--- src/rtl/cpu_pkg.sv ---
// Shared CPU constants: opcode encodings, sequencer state encoding, legality helper.
// Imported by the sequencer and the opcode decoder so both agree on the ISA.
package cpu_pkg;

    localparam int OP_W = 6;

    localparam logic [OP_W-1:0] OP_NOP   = 6'h00;
    localparam logic [OP_W-1:0] OP_LOADA = 6'h01;
    localparam logic [OP_W-1:0] OP_LOADB = 6'h02;
    localparam logic [OP_W-1:0] OP_ADD   = 6'h03;
    localparam logic [OP_W-1:0] OP_SUB   = 6'h04;
    localparam logic [OP_W-1:0] OP_AND   = 6'h05;
    localparam logic [OP_W-1:0] OP_OR    = 6'h06;
    localparam logic [OP_W-1:0] OP_XOR   = 6'h07;
    localparam logic [OP_W-1:0] OP_JMP   = 6'h08;
    localparam logic [OP_W-1:0] OP_HALT  = 6'h3F;

    typedef enum logic [1:0] {
        SEQ_IDLE,
        SEQ_FETCH,
        SEQ_EXEC,
        SEQ_HALTED
    } seq_state_t;

    // Encodings are dense from NOP up to JMP, plus the lone HALT at the top.
    function automatic logic is_defined_op(input logic [OP_W-1:0] op);
        return (op <= OP_JMP) || (op == OP_HALT);
    endfunction

endpackage

--- src/rtl/cpu_sequencer.sv ---
// Fetch/execute sequencer: owns pc, IR and retired counter; drives the imem request.
// Latency: 2 cycles/instruction with zero-wait memory; FETCH holds imem_req until imem_valid.
module cpu_sequencer
    import cpu_pkg::*;
#(
    parameter int  PC_W    = 8,
    parameter int  INSTR_W = 16,
    parameter int  CNT_W   = 16,
    localparam int IMM_W   = INSTR_W - OP_W
) (
    input  logic               clk,
    input  logic               rst,
    input  logic               start,
    output logic               imem_req,
    output logic [PC_W-1:0]    imem_addr,
    input  logic               imem_valid,
    input  logic [INSTR_W-1:0] imem_rdata,
    output logic [OP_W-1:0]    opcode,
    output logic [IMM_W-1:0]   imm,
    output logic               exec_en,
    output logic               busy,
    output logic               halted,
    output logic               illegal,
    output logic [CNT_W-1:0]   retired
);

    seq_state_t          state_q, state_d;
    logic [PC_W-1:0]     pc_q, pc_d;
    logic [INSTR_W-1:0]  ir_q, ir_d;
    logic                illegal_q, illegal_d;
    logic [CNT_W-1:0]    retired_q, retired_d;

    logic [OP_W-1:0]     ir_op;
    logic [IMM_W-1:0]    ir_imm;

    assign ir_op  = ir_q[INSTR_W-1 -: OP_W];
    assign ir_imm = ir_q[IMM_W-1:0];

    always_ff @(posedge clk or posedge rst) begin
        if (rst) begin
            state_q   <= SEQ_IDLE;
            pc_q      <= '0;
            ir_q      <= '0;
            illegal_q <= 1'b0;
            retired_q <= '0;
        end else begin
            state_q   <= state_d;
            pc_q      <= pc_d;
            ir_q      <= ir_d;
            illegal_q <= illegal_d;
            retired_q <= retired_d;
        end
    end

    always_comb begin
        state_d   = state_q;
        pc_d      = pc_q;
        ir_d      = ir_q;
        illegal_d = illegal_q;
        retired_d = retired_q;

        unique case (state_q)
            SEQ_IDLE, SEQ_HALTED: begin
                if (start) begin
                    pc_d      = '0;
                    illegal_d = 1'b0;
                    retired_d = '0;
                    state_d   = SEQ_FETCH;
                end
            end
            SEQ_FETCH: begin
                if (imem_valid) begin
                    ir_d    = imem_rdata;
                    state_d = SEQ_EXEC;
                end
            end
            SEQ_EXEC: begin
                if (retired_q != {CNT_W{1'b1}}) begin
                    retired_d = retired_q + CNT_W'(1);
                end
                state_d = SEQ_FETCH;
                if (ir_op == OP_JMP) begin
                    // Only the low PC_W immediate bits address the instruction memory.
                    pc_d = ir_imm[PC_W-1:0];
                end else if (ir_op == OP_HALT) begin
                    state_d = SEQ_HALTED;
                end else begin
                    // Undefined opcodes retire like NOP but leave the sticky flag set.
                    if (!is_defined_op(ir_op)) begin
                        illegal_d = 1'b1;
                    end
                    pc_d = pc_q + PC_W'(1);
                end
            end
            default: begin
                state_d = SEQ_IDLE;
            end
        endcase
    end

    // All outputs decode directly from registered state, so reset clears them asynchronously.
    assign imem_req  = (state_q == SEQ_FETCH);
    assign imem_addr = pc_q;
    assign exec_en   = (state_q == SEQ_EXEC);
    assign opcode    = (state_q == SEQ_EXEC) ? ir_op : '0;
    assign imm       = ir_imm;
    assign busy      = (state_q == SEQ_FETCH) || (state_q == SEQ_EXEC);
    assign halted    = (state_q == SEQ_HALTED);
    assign illegal   = illegal_q;
    assign retired   = retired_q;

endmodule

--- config.mk ---
export PLATFORM = sky130hd
export DESIGN_NAME = cpu_sequencer
export DESIGN_NICKNAME = d
export VERILOG_FILES = /design/src/rtl/cpu_pkg.sv /design/src/rtl/cpu_sequencer.sv
export SDC_FILE = /design/constraint.sdc
export NUM_CORES = 1
export LEC_CHECK = 0
export CORE_ASPECT_RATIO = 0.5
export CORE_MARGIN = 5
export CORE_UTILIZATION = 45
export DETAILED_ROUTE_END_ITERATION = 10
export PLACE_DENSITY_LB_ADDON = 0.15
export SYNTH_ARGS = -nofsm -noshare
export SYNTH_HDL_FRONTEND = slang
export SYNTH_SLANG_ARGS = --single-unit
--- constraint.sdc ---
create_clock -name clk -period 2.3 [get_ports clk]
set_clock_uncertainty 0.05 [all_clocks]
set_input_delay 0.23 -clock clk [delete_from_list [all_inputs] [get_ports clk]]
set_output_delay 0.23 -clock clk [all_outputs]
set_load 0.05 [all_outputs]
# Yosys cells after proc, flatten, opt, wreduce, memory -nomap -nowiden
# Index checks and enable logic that the tools add are counted.
[totals]
regBits = 43
out_inout_bits = 45
word_cells = 49
in_bits = 20
[classes]
n_eq_ne = 13
n_reduce_logical = 10
magnitude_cmp = 1
n_addsub = 2
mux = 18
[op_table]
columns = ["operator", "n"]
rows = [
  ["$mux 16", 2],
  ["$pmux 16 s2", 1],
  ["$mux 8", 3],
  ["$add 16x1->16 const B", 1],
  ["$ne 16x16->1 const B", 1],
  ["$pmux 8 s2", 1],
  ["$add 8x1->8 const B", 1],
  ["$mux 2", 4],
  ["$ne 2x2->1 const B", 4],
  ["$eq 6x4->1 const B", 1],
  ["$eq 6x6->1 const B", 1],
  ["$le 6x4->1 const B", 1],
  ["$mux 6", 1],
  ["$pmux 2 s3", 1],
  ["$reduce_and 3->1", 2],
  ["$reduce_and 5->1", 1],
  ["$eq 2x2->1 const B", 2],
  ["$mux 1", 4],
  ["$ne 2x1->1 const B", 2],
  ["$reduce_and 2->1", 2],
  ["$ne 3x3->1 const B", 1],
  ["$eq 2x1->1 const B", 1],
  ["$logic_not 2->1", 1],
  ["$logic_or 1x1->1", 2],
  ["3 further kinds", 3],
]

# Logic depth before layout (Yosys ltp)
# Gate-level depths: netlist of run 1.
[logic_depth]
depth_word = 6
depth_mapped = 7
mapped_depth_nobuf = 6

# Worst setup path after synthesis of run 1
# Ideal clock, no wire load.
[synth_path]
path_type = "reg-to-reg"
startpoint = "register retired_q[0] (netlist: retired[0])"
endpoint = "register retired_q[14] (netlist: retired[14])"
t_required_ps = 2122
setup_time_ps = 128
setup_slack_ps = 137
t_arrival_ps = 1985
path_stages_with_launch = 7
period_less_slack_ps = 2163
n_path_buf = 1
path_cell_list = "dfrtp_1 ha_1 nand2_1 or4_4 buf_6 o31ai_1 a21oi_1"
[synth_between]
elab_chain_len = 3
word_cells_on_any_way = 6
cone_classes = "add/sub: 1; eq/ne: 2; mux: 2; reduce/logical: 1"
[synth_rtl]
columns = ["item", "line_no", "text"]
rows = [
  ["from (decl)", "cpu_sequencer.sv:31", "logic [CNT_W-1:0] retired_q, retired_d;"],
  ["from (signal assigned)", "cpu_sequencer.sv:51", "retired_q <= retired_d;"],
  ["$add 16x1->16 or $ne 16x16->1 (tied branches)", "cpu_sequencer.sv:79, cpu_sequencer.sv:78", ""],
  ["$mux 16 or $ne 2x1->1 (tied branches)", "-", ""],
  ["$pmux 16 s2 or $reduce_and 3->1 (tied branches)", "-", ""],
]
# Several ways; a longest one is shown, not always the timed one. The select of a mux whose other input is x is not followed.
# A chain may end at the register's enable or synchronous reset.

# Worst setup path after layout of run 1
[layout_path]
startpoint = "register state_q[0]"
endpoint = "register pc_q[3] (netlist: imem_addr[3])"
[layout_between]
elab_chain_len = 4
word_cells_on_any_way = 9
cone_classes = "eq/ne: 4; mux: 1; reduce/logical: 4"
[layout_rtl]
columns = ["item", "line_no", "text"]
rows = [
  ["from (decl)", "cpu_sequencer.sv:27", "seq_state_t state_q, state_d;"],
  ["from (signal assigned)", "cpu_sequencer.sv:47", "state_q <= state_d;"],
  ["$eq 2x2->1 or $logic_not 2->1 (tied branches)", "cpu_sequencer.sv:62", "unique case (state_q)"],
  ["$reduce_or 2->1", "cpu_sequencer.sv:62", ""],
  ["$ne 2x2->1 (no source line) or $reduce_bool 2->1 (tied branches)", "-", ""],
  ["$reduce_and 3->1 (no source line)", "-", ""],
  ["to (signal assigned)", "cpu_sequencer.sv:48", "pc_q <= pc_d;"],
  ["to (decl)", "cpu_sequencer.sv:28", "logic [PC_W-1:0] pc_q, pc_d;"],
]
# Several ways; a longest one is shown, not always the timed one.

==> results.yml, run 1 <==
power_and_ir_drop:
  p_leak_nw: 1.40
  power.internal_w: 0.00210
  power_per_cell_area_nw_per_um2: 1150
  combinationalPowerShare: 0.560
  clkPwrFrac: 0.151
  switching_share: 0.451
  power.net_switching_w: 0.00173
  power_frac_seq: 0.290
  ir_drop_mv: 0.798
  power.total_w: 0.00382
worst_setup_path:
  critPathLaunch: "state_q[0]"
  crit_fanout: 12
  cp_cell_sequence: "inv_1 -> ha_1 -> nor2b_1 -> a311o_2 -> or2_1 -> o22ai_1"
  r2r_start: "state_q[0]"
  path_delay_family: "compound AO/OA/AOI/OAI gates"
  ff2ff_path_depth: 6
  crit_slowest_cell: "a311o_2"
  end_kind: "flop"
  crit_arrival_ns: 2.30
  critPathRequiredTime_ns: 2.47
  crit_cells: 6
  cp-start-kind: "flop"
  path_buf_inv: 1
  slowest_delay_ns: 0.46
  critPathKind: "reg2reg"
route:
  first_pass_iters: 4
  drt_iter0_markers: 77
  via_per_inst: 5.52
  route.detailed.drc: 0
  wl_per_cell_um: 15.3
  wl_um: 5800
  vias: 2097
  detail-route-antenna-nets: 0
sta:
  fin_crit_sh: 0.927
  setup_ws_ns: 0.168
  worst_slew_pin_slew_ns: 0.540
  rsz0062_at_grt: "no"
  finalMaxSlewViolations: 0
  fmax_ghz: 0.469
  finalSetupViolations: 0
  slew_headroom: 0.640
  fin_crit_ns: 2.13
  hold_violations: 0
  finalSetupTns_ns: 0
yosys:
  ys_seq_area_frac: 0.434
  yosys-top-cells-count: "dfrtp_1, mux2_2, inv_1, nand2_1, nor2_1"
  synth_area_leaders: "dfrtp_1, mux2_2, mux2i_1, buf_4, ha_1"
  ys_warn_count: 0
  synth_top_area_frac: 0.434
  synth_top_area_cell: "dfrtp_1"
  synth-adder-area-share: 0.0303
  synth.distinct_cells: 48
  async_flop_share: 1.00
  syn_area_um2: 2480
  synth_top_family_by_area: "simple AND/OR/NAND/NOR gates"
  ys_ff_latch: 43
  synth-edff-count: 0
  synth.mux.area_fraction: 0.134
  syn-num-nets: 273
  post_synth_xor_area_fraction: 0
  netlist_instances: 247
  synth.most_common_cell: "dfrtp_1"
  synth_compound_area_frac: 0.150
  syn_area_per_cell_um2: 10.0
  synth-main-ff-cell: "dfrtp_1"
  yosys.area_share.simple: 0.172
global_routing:
  antenna_found_initial: 0
  grt-ovfl-total: 0
  grt_pass1_wl_um: 9940
  globalRouteTotalUtil: 0.167
  grt_pass1_vias: 2061
  grt_start_max_net_pins: 26
run:
  maxCapViolCount: 0
floorplan:
  die_area_um2: 7190
  pin_count: 65
  core-area_um2: 5420
  core.rowCount: 19
  dieWidth_um: 115
  start_util: 0.458
  fp.dieH_um: 62.5
finish:
  drive_above_1_share: 0.163
  syn2layout_area_growth_pct: 34.0
  diodes: 0
  fin_nets: 333
clock_network:
  h-tree-depth: 2
  postCtsSetupRepairBufs: 0
  cts_tree: "done"
  cts_hold_buf: 0
  numCtsBuffers: 5
  clk_latency_ns: 0.29
  cts_root_buf: "clkbuf_8"
  cts_resized: 0
  numClockSinks: 43
  clkTransAtPathRegs_ns: 0.08
  cts_buffer_depth: 2
worst_hold_path:
  min_path_type: "in2async"
placement:
  place_congestion: 0.787
  dp_hpwl_um: 4290
  port_buffers: 64
  post-place-ws_ns: 0.0857
outcome:
  status: "finished, final reports clean"
==> power groups by stage <==
stage / clock network, W / logic, W / registers [W]
final: 0.000575 / 0.00214 / 0.00111
after global routing: 0.000623 / 0.00229 / 0.00114
after CTS: 0.000592 / 0.00215 / 0.00111
after detailed placement: 0 / 0.00214 / 0.00113
after global placement: 0 / 0.00213 / 0.00112
after floorplan: 0 / 0.00157 / 0.00116
==> through the flow <==
| stage | utilization | hold slack [ns] | cell area [µm²] | instances |
|---|---|---|---|---|
| global placement | 0.594 | 0.439 | 3220 | 373 |
| global route | 0.613 | 0.307 | 3320 | 380 |
| CTS | 0.613 | 0.258 | 3320 | 380 |
| detailed placement | 0.594 | 0.444 | 3220 | 373 |
| floorplan | - | 0.331 | 2480 | 247 |
| finish | 0.613 | 0.242 | 3320 | 380 |
==> cells by family (layout without fill, tap and decap cells) <==
| group | after synthesis | after routing |
|---|---|---|
| mux | 31 | 31 |
| simple gates | 78 | 78 |
| flops | 43 | 43 |
| compound gates | 52 | 52 |
| buf+inv | 37 | 97 |
| fa+ha+maj | 6 | 6 |
==> cell type report <==
| class | instances | area, µm² |
|---|---|---|
| Sequential cell | 43 | 1080 |
| Timing Repair Buffer | 74 | 783 |
| Inverter | 16 | 60.1 |
| Multi-Input combinational cell | 167 | 1210 |
| Tap cell | 73 | 91.3 |
| Clock buffer | 6 | 72.6 |
| Clock inverter | 1 | 30.0 |
| Fill cell | 462 | 2100 |
==> flip-flops by register name, summed over array words and instances, names as in the netlist <==
register and flops:
illegal 1, imem_addr 8, ir_q 16, retired 16, state_q 2
==> path summary, 6_finish.rpt <==
| check | slack (ns) | endpoint |
|---|---|---|
| setup / recovery | 0.17 | imem_addr[3] |
| hold / removal | 0.24 | retired[3] |
| setup reg to reg | 0.17 | imem_addr[3] |
| hold reg to reg | 0.46 | ir_q[9] |
| max in group asynchronous | 1.40 | imem_addr[0] |
| min in group clk | 0.46 | ir_q[9] |
==> routing by layer <==
| metal | track usage | routed length (µm) | vias to the layer above | part of all wire |
|---|---|---|---|---|
| met3 | 0.0445 | 329 | 9 | 0.057 |
| met1 | 0.221 | 2730 | 1014 | 0.47 |
| met5 | 0 | 0 | - | 0 |
| met4 | 0.0351 | 55 | 0 | 0.0095 |
| li1 | - | - | 1016 | - |
| met2 | 0.274 | 2690 | 58 | 0.46 |
==> cells in the final DEF, fill, tap and decap left out, types with 2 or more instances in the layout <==
| master | netlist | final |
|---|---|---|
| a21oi_1 | 5 | 5 |
| a31oi_1 | 8 | 8 |
| a32o_1 | 5 | 5 |
| and2_1 | 7 | 7 |
| and3_1 | 2 | 2 |
| buf_12 | 0 | 7 |
| buf_4 | 11 | 11 |
| clkbuf_8 | 0 | 5 |
| clkdlybuf4s50_1 | 0 | 56 |
| dfrtp_1 | 43 | 43 |
| ha_1 | 6 | 6 |
| inv_1 | 16 | 15 |
| mux2_2 | 17 | 17 |
| mux2i_1 | 13 | 13 |
| nand2_1 | 16 | 16 |
| nand3_1 | 7 | 7 |
| nand4_2 | 2 | 2 |
| nor2_1 | 16 | 16 |
| nor3_1 | 11 | 11 |
| nor4_1 | 5 | 5 |
| nor4b_1 | 2 | 2 |
| o211ai_1 | 2 | 2 |
| o21ai_0 | 3 | 3 |
| o21ai_1 | 3 | 3 |
| o221ai_1 | 2 | 2 |
| o22ai_1 | 8 | 8 |
| o2bb2ai_1 | 4 | 4 |
| o31ai_1 | 2 | 2 |
| or3_1 | 2 | 2 |
Note: power is estimated with default switching activity, not from simulation.
==> run 2: changes to the inputs <==
Settings changed: ABC_CLOCK_PERIOD_IN_PS set to 2300.
==> results of run 2 <==
The final DEF is identical to that of run 1; final timing and power are the same.
==> edit (flow settings as in run 2) <==
The 4 states of `seq_state_t` get a one-hot encoding in 4 bits.
--- a/src/rtl/cpu_pkg.sv
+++ b/src/rtl/cpu_pkg.sv
@@ -17,7 +17,7 @@
 
-    typedef enum logic [1:0] {
-        SEQ_IDLE,
-        SEQ_FETCH,
-        SEQ_EXEC,
-        SEQ_HALTED
+    typedef enum logic [3:0] {
+        SEQ_IDLE   = 4'b0001,
+        SEQ_FETCH  = 4'b0010,
+        SEQ_EXEC   = 4'b0100,
+        SEQ_HALTED = 4'b1000
     } seq_state_t;
Check against the original RTL: same outputs for any inputs over 10 cycles, from zero or initial values and one cycle with rst high; not proved beyond that.
==> edit against run 2 <==
Synthesized cell count is 2.8% higher; wire length rose by 9.4%; total power down 16%; synthesized area rose by 0.50%; design area grew 5.6%; worst hold slack lost 0.091 ns; first-iteration DRC count grew 39%; sequential cell count is 2 higher; setup slack worse by 0.062 ns; sequential power grew 4%.
==> edit: results (changes against run 2) <==
metric;value;unit;change
status;finished, final reports clean;;
synth unique cells;48;;unchanged
synth top area cells;dfrtp_1 44%, mux2_2 7.2%, a21oi_1 4.2%;;
reg2reg setup slack;0.14;ns;-0.03 ns
Post-Synth Adder-Cell Area;1.00;%;-2.0 points
Commonest cells post-synth;44 x dfrtp_1, 21 x a21oi_1, 19 x nand2_1;;
largest family of logic cells by synthesized area;compound AO/OA/AOI/OAI gates;;
Hold Slack;0.151;ns;-0.0911 ns
dpl hpwl;4440;um;+3.5%
post-CTS sizing;5;;+5
maximum VDD drop;0.652;mV;-18%
layout cells sized above 1;24.9;%;+8.6 points
placed insts;384;;+2.9%
Syn Inst Count;254;;+2.8%
Nets;350;;+5.1%
vias per cell;5.55;;+0.52%
Worst EP arrival;1.91;ns;-0.39 ns
Slowest-stage cell, CP;or4_4;;
routability cong.;0.846;;+7.5%
Setup crit end;opcode[3];;
FF-to-FF path depth;7;;+1
final wirelength;6350;um;+9.4%
asr flop ratio synth;100;%;unchanged
worst relative slew slack;60.5;%;-3.4 points
register area share after synthesis;45.2;%;+1.8 points
Leak;1.48;nW;+5.6%
syn_nets;276;;+1.1%
Peak Freq;456;MHz;-2.8%
first-pass GRT wire length;10800;um;+8.3%
drt wl/cell;15.8;um;+3.4%
delay-heaviest family, CP;simple AND/OR/NAND/NOR gates;;
CP startpoint;state_q[2];;
slowest stage delay, CP;0.55;ns;+0.09 ns
drt first pass iters;4;;unchanged
H-Tree Depth;2;;unchanged
Synth Area in Compound Gates;19.7;%;+4.6 points
P_int;1.92;mW;-8.7%
largest fanout on the critical path;8;;-4
vias in the first global route;2185;;+6.0%
Iter 0 DRT Violations;107;;+39%
Worst R2R Start;state_q[0];;
mux cell area share after synthesis;7.63;%;-5.8 points
Placement Cell Area;3290;um^2;+2.3%
pin count of the biggest net entering global routing;22;;-15%
gr usage total;18.4;%;+1.7 points
worst reg2reg endpoint;imem_addr[2];;
## edit: per-layer routing
layer  track usage (%)  wire length, um
met3              4.45              250
met5                 0                0
met2              31.4             3180
met4              5.42               77
met1              23.0             2840
## edit: power by group through the flow
stage	clock network, mW	logic [mW]	registers, mW
2_1_floorplan	0	0.968	1.23
3_3_place_gp	0	1.37	1.15
3_5_place_dp	0	1.39	1.16
4_1_cts	0.642	1.42	1.14
5_1_grt	0.680	1.53	1.18
6_report	0.633	1.44	1.15
## edit: worst min path at each step
stage,from,cells after the start,end
final,rst,2,retired[15]
after global routing,rst,2,state_q[1]
after CTS,rst,2,state_q[1]
after detailed placement,ir_q[9],1,ir_q[9]
after global placement,ir_q[8],1,ir_q[8]
after floorplan,imem_valid,1,state_q[1]
## edit: final cells by class
class	instances	area (um^2)	share of cell area [%]
clock buffer	7	86.3	2.46
sequential	45	1130	32.1
timing repair buffer	90	932	26.6
inverter	9	33.8	0.963
tap	73	91.3	2.60
multi-input combinational	177	1210	34.4
clock inverter	1	30.0	0.856
